`src/rtl/pc_gen_pkg.sv`:
```
// Shared definitions for the fetch-side PC generator: FSM encodings,
// default reset vector and instruction sizing.
package pc_gen_pkg;

  typedef enum logic [1:0] {
    IDLE = 2'd0,
    REQ  = 2'd1,
    HOLD = 2'd2
  } pcState_e;

  localparam int unsigned DEFAULT_WIDTH    = 32;
  localparam logic [31:0] DEFAULT_RESET_PC = 32'h0000_0000;
  localparam int unsigned INSTR_WIDTH      = 32;
  localparam int unsigned INSTR_BYTES      = INSTR_WIDTH / 8;

  function automatic logic isMisaligned(input logic [1:0] lowBits);
    return |lowBits;
  endfunction

endpackage

```
`src/rtl/pc_gen_incr.sv`:
```
// Sequential-fetch incrementer: address plus one instruction, wrapping
// modulo 2^WIDTH.
module pc_incr
  import pc_gen_pkg::*;
#(
  parameter int unsigned WIDTH = DEFAULT_WIDTH
) (
  input  logic [WIDTH-1:0] addr_i,
  output logic [WIDTH-1:0] sum_o
);

  assign sum_o = addr_i + WIDTH'(INSTR_BYTES);

endmodule

```
`src/rtl/pc_gen.sv`:
```
// Program counter generator: issues fetch requests at pc_out and advances
// to the (word-aligned) next-PC candidate once a fetch is accepted.
module pc_gen
  import pc_gen_pkg::*;
#(
  parameter int unsigned     WIDTH    = DEFAULT_WIDTH,
  parameter logic [WIDTH-1:0] RESET_PC = WIDTH'(DEFAULT_RESET_PC)
) (
  input  logic             clk,
  input  logic             rst,
  input  logic [WIDTH-1:0] npc_in,
  input  logic             stall,
  input  logic             if_ack,
  output logic [WIDTH-1:0] pc_out,
  output logic [WIDTH-1:0] pc_plus4,
  output logic             if_req,
  output logic             misalign,
  output logic [31:0]      fetch_cnt
);

  pcState_e         state_q, state_d;
  logic [WIDTH-1:0] pc_q, pc_d;
  logic [31:0]      fetchCnt_q, fetchCnt_d;
  logic             ifReq_q, ifReq_d;
  logic             misalign_q, misalign_d;
  logic             load;

  pc_incr #(.WIDTH(WIDTH)) u_incr (
    .addr_i (pc_q),
    .sum_o  (pc_plus4)
  );

  // An accepted fetch in REQ advances immediately unless stalled; a stalled
  // accept parks in HOLD and advances as soon as the stall clears.
  always_comb begin
    state_d    = state_q;
    pc_d       = pc_q;
    fetchCnt_d = fetchCnt_q;
    misalign_d = 1'b0;
    load       = 1'b0;

    case (state_q)
      IDLE: state_d = REQ;
      REQ: begin
        if (if_ack) begin
          if (stall) state_d = HOLD;
          else       load    = 1'b1;
        end
      end
      HOLD: begin
        if (!stall) begin
          load    = 1'b1;
          state_d = REQ;
        end
      end
      default: state_d = IDLE;
    endcase

    if (load) begin
      pc_d       = {npc_in[WIDTH-1:2], 2'b00};
      fetchCnt_d = fetchCnt_q + 32'd1;
      misalign_d = isMisaligned(npc_in[1:0]);
    end

    // if_req is registered from the next state, so if_ack/stall never
    // reach it combinationally.
    ifReq_d = (state_d == REQ);
  end

  always_ff @(posedge clk) begin
    if (rst) begin
      state_q    <= IDLE;
      pc_q       <= RESET_PC;
      fetchCnt_q <= 32'd0;
      ifReq_q    <= 1'b0;
      misalign_q <= 1'b0;
    end else begin
      state_q    <= state_d;
      pc_q       <= pc_d;
      fetchCnt_q <= fetchCnt_d;
      ifReq_q    <= ifReq_d;
      misalign_q <= misalign_d;
    end
  end

  assign pc_out    = pc_q;
  assign if_req    = ifReq_q;
  assign misalign  = misalign_q;
  assign fetch_cnt = fetchCnt_q;

endmodule
```
`config.mk`:
```
export PLATFORM = sky130hd
export DESIGN_NAME = pc_gen
export DESIGN_NICKNAME = d
export VERILOG_FILES = /design/src/rtl/pc_gen_pkg.sv /design/src/rtl/pc_gen_incr.sv /design/src/rtl/pc_gen.sv
export SDC_FILE = /design/constraint.sdc
export NUM_CORES = 1
export LEC_CHECK = 0
export ABC_CLOCK_PERIOD_IN_PS = 2400
export BUFFER_PORTS_ARGS = -buffer_cell sky130_fd_sc_hd__buf_2
export CAP_MARGIN = 5
export CORE_ASPECT_RATIO = 1.2
export CORE_MARGIN = 4
export CORE_UTILIZATION = 49
export DETAILED_ROUTE_END_ITERATION = 6
export GPL_TIMING_DRIVEN = 0
export PLACE_DENSITY = 0.78
export SLEW_MARGIN = 40
export SYNTH_ARGS = -nofsm -noshare
export SYNTH_HDL_FRONTEND = slang
export SYNTH_SLANG_ARGS = --single-unit
export TNS_END_PERCENT = 1
```
`constraint.sdc`:
```
create_clock -name clk -period 2.4 [get_ports clk]
set_clock_uncertainty 0.1 [all_clocks]
set_input_delay 0.48 -clock clk [delete_from_list [all_inputs] [get_ports clk]]
set_output_delay 0.48 -clock clk [all_outputs]
set_load 0.1 [all_outputs]
```
==> flow_summary.json, run 1 <==
{
  "dpl_cell_area_um2": 4700,
  "p_switching_uw": 731,
  "die_area_um2": 8380,
  "slowest_stage": "nor4_4",
  "p_clk_frac": 0.394,
  "grt_start_max_net_pins": 12,
  "fin_crit_sh": 1.10,
  "drive_above_1_share": 0.422,
  "r2r_cells": 8,
  "place_ws_ns": -0.392,
  "layout_common_cells": "buf_2 (109), nand2_1 (76), a21oi_1 (54), dfxtp_1 (39)",
  "violations": "setup timing",
  "clock.fmax_mhz": 379,
  "hp-class": "in2reg",
  "initial_core_util": 0.502,
  "cts.sinks": 66,
  "num_io_pins": 134,
  "fin_util": 0.792,
  "power.density_nw_per_um2": 464,
  "io_buffers": 129,
  "cp_top_family": "simple AND/OR/NAND/NOR gates",
  "whs_path_depth": 2,
  "vias": 3761,
  "finalSetupViolCount": 19,
  "drc": 0,
  "track_usage": 0.247,
  "setup_tns_ns": -2.59,
  "area_delta_synth_final_pct": 57.8,
  "grt_pass1_vias": 3523,
  "slew_viol_final": 0,
  "num-nets-final": 622,
  "synth.cell_area_um2": 3420,
  "numCtsBuffers": 9,
  "cp-end-kind": "output port",
  "crit_cells": 5,
  "period_needed_ns": 2.64,
  "wl_per_cell_um": 16.2,
  "crit_type": "reg2out",
  "post-dp-hpwl_um": 7280,
  "synth_seq_cells": 66,
  "gp_congestion": 0.872,
  "htree_levels": 3,
  "cp_common_cell": "nand4_1",
  "drtIter0Drc": 186,
  "critPathLaunchType": "register",
  "clk_latency_ns": 0.33,
  "design_area_um2": 5400,
  "antenna_found_initial": 0,
  "crit_arrival_ns": 2.06,
  "clk_pin_slew_ns": 0.07,
  "ant_nets": 0,
  "p_int_mw": 1.78,
  "mostFrequentLayoutCell": "buf_2",
  "cpPeakStageDelay_ns": 0.42,
  "cts_tree": "yes",
  "diodes": 0,
  "synth_edf_count": 0,
  "synthFlopType": "dfxtp_1",
  "p_comb_frac": 0.159,
  "globalRouteOverflowTotal": 0,
  "setup_ws_ns": -0.240,
  "cp_cell_sequence": "nand4_1 > nor4_4 > nand4_1 > xnor2_4 > buf_12",
  "fp-row-count": 33,
  "critPathRequiredTime_ns": 1.82,
  "rsz0062_at_grt": "true",
  "hold_viol": 0,
  "slew_headroom": 0.630,
  "viasPerCell": 5.60,
  "yosysSeqAreaShare": 0.386,
  "die_y_um": 99.5,
  "p_leak_nw": 2.30,
  "die_x_um": 84.3,
  "regToRegSetupSlack_ns": 0.17,
  "path_buf_inv": 1,
  "maxCapViolations": 0,
  "syn_inst": 422,
  "async_reset_ff_frac": 0,
  "cts_root_buffer": "clkbuf_8",
  "p_sw_frac": 0.292,
  "coreArea_um2": 6810,
  "worstMarginPinSlew_ns": 0.554,
  "synth_cell_type_count": 43,
  "clock_path_buffers": 2,
  "power_frac_seq": 0.447,
  "synth_warnings": 0,
  "grt_pass1_wl_um": 17000,
  "finalPower_mw": 2.51,
  "critPathMaxFanout": 4,
  "ir_drop_uv": 592,
  "avgSynthCellArea_um2": 8.10,
  "drt-pass1-iter-count": 5,
  "status": "finished with violations",
  "ctsHoldBuffers": 0,
  "finalWirelength_um": 10900
}
## routing by layer
layer | global-route usage | share of wire | vias up
met2 | 0.450 | 0.55 | 140
met1 | 0.297 | 0.39 | 1783
met3 | 0.0381 | 0.058 | 11
met4 | 0.0755 | 0.011 | 0
met5 | 0 | 0 | -
li1 | - | - | 1827
## logic make-up after synthesis
family	synth area share
buffers and inverters	0.0498
other	0.00110
XOR/XNOR	0.0948
flip-flops	0.386
adder cells (fa/ha/maj)	0.0220
AO/OA/AOI/OAI	0.137
AND/OR/NAND/NOR	0.309
## timing repair
item / 4_1_cts / 5_1_grt
endpoints found under the hold margin: 0 / 0
gates resized for setup: 83 / 11
endpoints found under the setup margin: 24 / 24
pin swaps: 16 / 8
buffers inserted: 7 / 8
## final timing paths
check,startpoint,endpoint
worst max-delay path,pc_out[23]$_SDFFE_PP0P_,pc_plus4[27]
worst min register to register,fetch_cnt[31]$_SDFFE_PP0P_,fetch_cnt[31]$_SDFFE_PP0P_
worst max register to register,state_q[0]$_SDFF_PP0_,fetch_cnt[24]$_SDFFE_PP0P_
worst min-delay path,rst,state_q[0]$_SDFF_PP0_
## power groups by stage
stage,registers [mW],clock network (mW),logic (mW)
2_1_floorplan,1.24,0,0.198
3_3_place_gp,1.15,0,0.365
3_5_place_dp,1.15,0,0.369
4_1_cts,1.12,1.01,0.390
5_1_grt,1.12,1.05,0.417
6_report,1.12,0.987,0.399
## cells in the mapped netlist (6+ instances only)
| master | count | area [µm²] |
|---|---|---|
| xor2_1 | 13 | 114 |
| o31ai_1 | 17 | 128 |
| dfxtp_1 | 66 | 1320 |
| ha_1 | 6 | 75.1 |
| nand2_1 | 77 | 289 |
| nand4_1 | 23 | 144 |
| inv_1 | 8 | 30.0 |
| or4_1 | 17 | 128 |
| nand3_1 | 20 | 100 |
| clkbuf_1 | 15 | 56.3 |
| xnor2_1 | 24 | 210 |
| a21oi_1 | 54 | 270 |
| nor2_1 | 18 | 67.6 |
## metrics by stage
step	hold WS, ns	instances
2_1_floorplan	0.452	425
6_report	0.233	672
5_1_grt	0.232	672
4_1_cts	0.218	664
3_5_place_dp	0.371	641
3_3_place_gp	0.365	641
## state kept, by name, indices dropped and copies added (netlist names)
name       count
pc_out        30
misalign       1
if_req         1
fetch_cnt     32
state_q        2
## final cells by class
| type | count | area [µm²] |
|---|---|---|
| tap | 87 | 109 |
| fill | 463 | 1420 |
| timing repair buffer | 144 | 1020 |
| multi-input combinational | 324 | 2470 |
| buffer | 27 | 140 |
| clock inverter | 6 | 81.3 |
| sequential | 66 | 1410 |
| clock buffer | 10 | 128 |
| inverter | 8 | 30.0 |
(Power assumes the default switching activity.)
==> run 2, diff against run 1 <==
--- a/config.mk
+++ b/config.mk
@@ -5,15 +5,16 @@
 export SDC_FILE = /design/constraint.sdc
 export NUM_CORES = 1
 export LEC_CHECK = 0
-export ABC_CLOCK_PERIOD_IN_PS = 2400
-export BUFFER_PORTS_ARGS = -buffer_cell sky130_fd_sc_hd__buf_2
+export ABC_CLOCK_PERIOD_IN_PS = 2300
 export CAP_MARGIN = 5
 export CORE_ASPECT_RATIO = 1.2
 export CORE_MARGIN = 4
-export CORE_UTILIZATION = 49
+export CORE_UTILIZATION = 57
 export DETAILED_ROUTE_END_ITERATION = 6
+export DONT_BUFFER_PORTS = 1
 export GPL_TIMING_DRIVEN = 0
-export PLACE_DENSITY = 0.78
+export HOLD_SLACK_MARGIN = 0.02
+export PLACE_DENSITY = 0.73
 export SLEW_MARGIN = 40
 export SYNTH_ARGS = -nofsm -noshare
 export SYNTH_HDL_FRONTEND = slang
==> constraint.sdc (replaced) <==
create_clock -name clk -period 2.3 [get_ports clk]
set_clock_uncertainty 0.1 [all_clocks]
set_input_delay 0.46 -clock clk [delete_from_list [all_inputs] [get_ports clk]]
set_output_delay 0.46 -clock clk [all_outputs]
set_load 0.1 [all_outputs]
==> flow_summary.json, run 2 (synthesis gave the netlist of run 1 again) <==
{
  "largest_reg_flops": 32,
  "worstMarginPinSlew_ns": 0.828,
  "gp_congestion": 0.837,
  "critPathMaxFanout": 8,
  "ctsHoldBuffers": 0,
  "slew_headroom": 0.447,
  "power.density_nw_per_um2": 569,
  "hold_viol": 0,
  "grt_pass1_vias": 3173,
  "globalRouteOverflowTotal": 0,
  "regToRegSetupSlack_ns": 0.07,
  "fp-row-count": 30,
  "path_buf_inv": 1,
  "area_delta_synth_final_pct": 36.2,
  "clock.fmax_mhz": 309,
  "drive_above_1_share": 0.338,
  "p_sw_frac": 0.283,
  "drtIter0Drc": 120,
  "cts.sinks": 66,
  "reg2reg_to": "fetch_cnt[24]$_SDFFE_PP0P_",
  "rsz0062_at_grt": "true",
  "coreArea_um2": 5740,
  "finalPower_mw": 2.65,
  "finalSetupViolCount": 28,
  "die_y_um": 92.8,
  "critPathRequiredTime_ns": 1.74,
  "design_area_um2": 4660,
  "num-nets-final": 487,
  "drc": 0,
  "r2r-start": "fetch_cnt[8]$_SDFFE_PP0P_",
  "numCtsBuffers": 9,
  "layout_common_cells": "nand2_1 (77), a21oi_1 (54), dfxtp_4 (33), dfxtp_2 (32), nand4_1 (23)",
  "dpl_cell_area_um2": 4230,
  "r2r_cells": 4,
  "clock_path_buffers": 2,
  "p_clk_frac": 0.434,
  "setup_ws_ns": -0.941,
  "p_comb_frac": 0.087,
  "maxCapViolations": 0,
  "hold_start": "rst",
  "die_area_um2": 7310,
  "vias": 3272,
  "cp-end-kind": "output port",
  "cp_cell_sequence": "ha_4 > nand3_4 > nor4_4 > buf_12 > nand4b_1 > xnor2_4",
  "io_buffers": 0,
  "hp-class": "in2reg",
  "post-dp-hpwl_um": 6940,
  "die_x_um": 78.7,
  "p_leak_nw": 1.63,
  "fin_crit_sh": 1.41,
  "clk_pin_slew_ns": 0.07,
  "p_switching_uw": 749,
  "dp_cells": 505,
  "track_usage": 0.272,
  "crit_arrival_ns": 2.68,
  "ir_drop_uv": 556,
  "cts_root_buffer": "clkbuf_8",
  "ant_nets": 0,
  "viasPerCell": 6.17,
  "grt_pass1_wl_um": 15800,
  "violations": "setup timing",
  "grt_start_max_net_pins": 12,
  "slew_viol_final": 0,
  "period_needed_ns": 3.24,
  "mostFrequentLayoutCell": "nand2_1",
  "cp_top_family": "XOR/XNOR gates",
  "whs_path_depth": 1,
  "p_int_mw": 1.90,
  "status": "finished with violations",
  "htree_levels": 3,
  "finalWirelength_um": 9700,
  "wl_per_cell_um": 18.3,
  "stdcell_count": 530,
  "cpPeakStageDelay_ns": 0.71,
  "holdPathEnd": "state_q[0]$_SDFF_PP0_",
  "diodes": 0,
  "slowest_stage": "xnor2_4",
  "num_io_pins": 134,
  "power_frac_seq": 0.479,
  "crit_type": "reg2out",
  "drt-pass1-iter-count": 4,
  "initial_core_util": 0.595,
  "clk_latency_ns": 0.34,
  "place_ws_ns": -0.948,
  "antenna_found_initial": 0,
  "cts_tree": "yes",
  "holdWs_ns": 0.103,
  "critPathLaunchType": "register"
}
[run 2: worst reg2reg max path, cell delays in order (launching register included)]
cell	delay, ns
dfxtp_2	0.72
and4_4	0.39
nand4_1	0.21
or4_1	0.55
a21oi_1	0.17
[run 2: layout make-up]
type | instances | area [µm²]
Buffer | 27 | 144
Clock buffer | 10 | 128
Clock inverter | 6 | 105
Fill cell | 384 | 1090
Inverter | 8 | 30.0
Multi-Input combinational cell | 324 | 2580
Sequential cell | 66 | 1490
Tap cell | 80 | 100
Timing Repair Buffer | 9 | 83.8
[run 2: worst max-delay path by stage]
stage / cells after the start / start / slack (ns) / end
global placement: 4 / pc_out[2]$_SDFFE_PP0P_ / -0.76 / pc_plus4[27]
global route: 5 / pc_out[13]$_SDFFE_PP0P_ / -1.02 / pc_plus4[30]
detailed placement: 5 / pc_out[2]$_SDFFE_PP0P_ / -0.95 / pc_plus4[26]
floorplan: 4 / pc_out[23]$_SDFFE_PP0P_ / -0.51 / pc_plus4[27]
CTS: 6 / pc_out[3]$_SDFFE_PP0P_ / -0.88 / pc_plus4[26]
finish: 6 / pc_out[3]$_SDFFE_PP0P_ / -0.94 / pc_plus4[30]
[run 2: per-stage QoR]
step                utilization  setup TNS (ns)
floorplan                     -          -12.31
global placement          0.705          -20.73
detailed placement        0.736          -15.96
CTS                       0.803          -18.17
global route              0.811          -20.46
finish                    0.811          -18.18
[run 2: power by group through the flow]
stage          logic [mW]  registers [mW]  clock network [mW]
6_report            0.232            1.27                1.15
5_1_grt             0.246            1.27                1.22
4_1_cts             0.231            1.28                1.16
3_5_place_dp        0.231            1.31                   0
3_3_place_gp        0.223            1.30                   0
2_1_floorplan       0.206            1.29                   0
[run 2: layer usage]
metal	vias to the layer above	track usage	share of wire
met5	-	0	0
met4	0	0.124	0.028
met3	20	0.0691	0.074
met2	141	0.486	0.53
met1	1545	0.299	0.37
li1	1566	-	-
[run 2: repair_timing]
action	4_1_cts	5_1_grt
gates resized for setup	17	17
buffers inserted	8	1
setup endpoints to repair	38	64
pin swaps	11	7
==> run 3, diff against run 2 <==
--- a/config.mk
+++ b/config.mk
@@ -7,9 +7,11 @@
 export LEC_CHECK = 0
 export ABC_CLOCK_PERIOD_IN_PS = 2300
 export CAP_MARGIN = 5
+export CELL_PAD_IN_SITES_DETAIL_PLACEMENT = 1
+export CELL_PAD_IN_SITES_GLOBAL_PLACEMENT = 1
 export CORE_ASPECT_RATIO = 1.2
 export CORE_MARGIN = 4
-export CORE_UTILIZATION = 57
+export CORE_UTILIZATION = 40
 export DETAILED_ROUTE_END_ITERATION = 6
 export DONT_BUFFER_PORTS = 1
 export GPL_TIMING_DRIVEN = 0
==> constraint.sdc (replaced) <==
create_clock -name clk -period 2.3 [get_ports clk]
set_clock_uncertainty 0.1 [all_clocks]
set_input_delay 0.23 -clock clk [delete_from_list [all_inputs] [get_ports clk]]
set_output_delay 0.23 -clock clk [all_outputs]
set_load 0.1 [all_outputs]
==> flow_summary.json, run 3 (synthesis gave the netlist of run 1 again) <==
{
  "hold_start": "stall",
  "globalRouteOverflowTotal": 0,
  "layout_common_cells": "nand2_1 (77), a21oi_1 (54), dfxtp_4 (41), dlygate4sd3_1 (34), dfxtp_2 (25)",
  "p_comb_frac": 0.105,
  "hold_viol": 0,
  "grt_pass1_vias": 3729,
  "numCtsBuffers": 9,
  "critPathMaxFanout": 8,
  "ant_nets": 0,
  "crit_arrival_ns": 2.60,
  "finalWirelength_um": 12300,
  "drc": 0,
  "seqCellArea_um2": 1510,
  "io_buffers": 0,
  "critPathLaunchType": "register",
  "num-nets-final": 521,
  "fin_crit_sh": 1.27,
  "fillCellCount": 911,
  "setup_ws_ns": -0.625,
  "p_sw_frac": 0.297,
  "worstMarginPinSlew_ns": 0.841,
  "whs_path_depth": 3,
  "p_clk_frac": 0.435,
  "coreArea_um2": 8240,
  "maxCapViolations": 0,
  "area_delta_synth_final_pct": 49.5,
  "die_area_um2": 10100,
  "regToRegSetupSlack_ns": 0.09,
  "htree_levels": 3,
  "fp-row-count": 36,
  "largest_reg_flops": 32,
  "clk_pin_slew_ns": 0.08,
  "viasPerCell": 5.81,
  "track_usage": 0.248,
  "cts.sinks": 66,
  "slew_viol_final": 0,
  "ir_drop_uv": 407,
  "r2r_cells": 5,
  "cp-end-kind": "output port",
  "p_switching_uw": 812,
  "reg2reg_to": "fetch_cnt[23]$_SDFFE_PP0P_",
  "status": "finished with violations",
  "critPathRequiredTime_ns": 1.97,
  "hp-class": "in2reg",
  "rsz0062_at_grt": "true",
  "drt-pass1-iter-count": 4,
  "diodes": 0,
  "drtIter0Drc": 64,
  "multi_input_area_um2": 2620,
  "clock.fmax_mhz": 342,
  "post-dp-hpwl_um": 7780,
  "drive_above_1_share": 0.335,
  "grt_pass1_wl_um": 19700,
  "violations": "setup timing",
  "place_ws_ns": -0.681,
  "power.density_nw_per_um2": 535,
  "grt_start_max_net_pins": 13,
  "finalPower_mw": 2.74,
  "cts_tree": "yes",
  "num_io_pins": 134,
  "finalSetupViolCount": 26,
  "clk_latency_ns": 0.34,
  "crit_type": "reg2out",
  "p_leak_nw": 1.78,
  "holdPathEnd": "state_q[0]$_SDFF_PP0_",
  "period_needed_ns": 2.93,
  "cts_root_buffer": "clkbuf_8",
  "slew_headroom": 0.439,
  "die_x_um": 92.4,
  "wl_per_cell_um": 20.5,
  "gp_congestion": 0.770,
  "initial_core_util": 0.415,
  "antenna_found_initial": 0,
  "stdcell_count": 598,
  "die_y_um": 109,
  "dp_cells": 539,
  "clock_path_buffers": 2,
  "vias": 3475,
  "power_frac_seq": 0.461,
  "r2r-start": "fetch_cnt[6]$_SDFFE_PP0P_",
  "p_int_mw": 1.93,
  "mostFrequentLayoutCell": "nand2_1"
}
## run 3: how the worst max path moves through the flow
stage | start | to | slack (ns) | cells after the start
after global placement | pc_out[2]$_SDFFE_PP0P_ | pc_plus4[27] | -0.65 | 4
after floorplan | pc_out[23]$_SDFFE_PP0P_ | pc_plus4[27] | -0.28 | 4
final | pc_out[12]$_SDFFE_PP0P_ | pc_plus4[26] | -0.63 | 5
after global routing | pc_out[11]$_SDFFE_PP0P_ | pc_plus4[23] | -0.72 | 5
after detailed placement | pc_out[2]$_SDFFE_PP0P_ | pc_plus4[26] | -0.68 | 5
after CTS | pc_out[2]$_SDFFE_PP0P_ | pc_plus4[28] | -0.65 | 6
## run 3: area by class of cell
class | instances | share of cell area
Clock buffer | 11 | 0.0318
Clock inverter | 5 | 0.0161
Timing Repair Buffer | 43 | 0.0820
Sequential cell | 66 | 0.295
Inverter | 8 | 0.00587
Tap cell | 114 | 0.0279
Multi-Input combinational cell | 324 | 0.513
Buffer | 27 | 0.0289
## run 3: per-stage QoR
stage | hold slack, ns | TNS [ns] | utilization | instance area (µm²)
CTS | 0.0797 | -11.70 | 0.609 | 5020
detailed placement | 0.226 | -10.88 | 0.518 | 4270
global route | 0.0894 | -14.46 | 0.620 | 5110
finish | 0.0934 | -12.07 | 0.620 | 5110
global placement | 0.218 | -16.88 | 0.496 | 4090
floorplan | 0.216 | -6.28 | - | 3950
## run 3: metal layers
| layer | track usage | up-vias | wire, µm |
|---|---|---|---|
| li1 | - | 1622 | - |
| met1 | 0.265 | 1708 | 4430 |
| met2 | 0.468 | 117 | 6720 |
| met3 | 0.0628 | 28 | 808 |
| met4 | 0.0881 | 0 | 312 |
| met5 | 0 | - | 0 |
## run 3: power by group through the flow
stage / Clock [mW] / Sequential, mW / Combinational [mW]
final: 1.19 / 1.26 / 0.287
after global routing: 1.27 / 1.26 / 0.305
after CTS: 1.20 / 1.28 / 0.284
after detailed placement: 0 / 1.31 / 0.232
after global placement: 0 / 1.30 / 0.226
after floorplan: 0 / 1.29 / 0.206
## run 3: worst max-delay path, cell delays in order, from the launching register on
cell	delay [ns]
dfxtp_4	0.62
nand4_1	0.25
nor4_4	0.28
buf_6	0.17
nand4_1	0.22
xnor2_4	0.69
## run 3: timing repair
| action | in CTS | in global routing |
|---|---|---|
| hold buffers | 34 | 0 |
| resized for setup | 24 | 34 |
| buffers inserted | 7 | 2 |
| endpoints found under the setup margin | 36 | 67 |
| endpoints found under the hold margin | 34 | 0 |
| pin swaps | 10 | 11 |
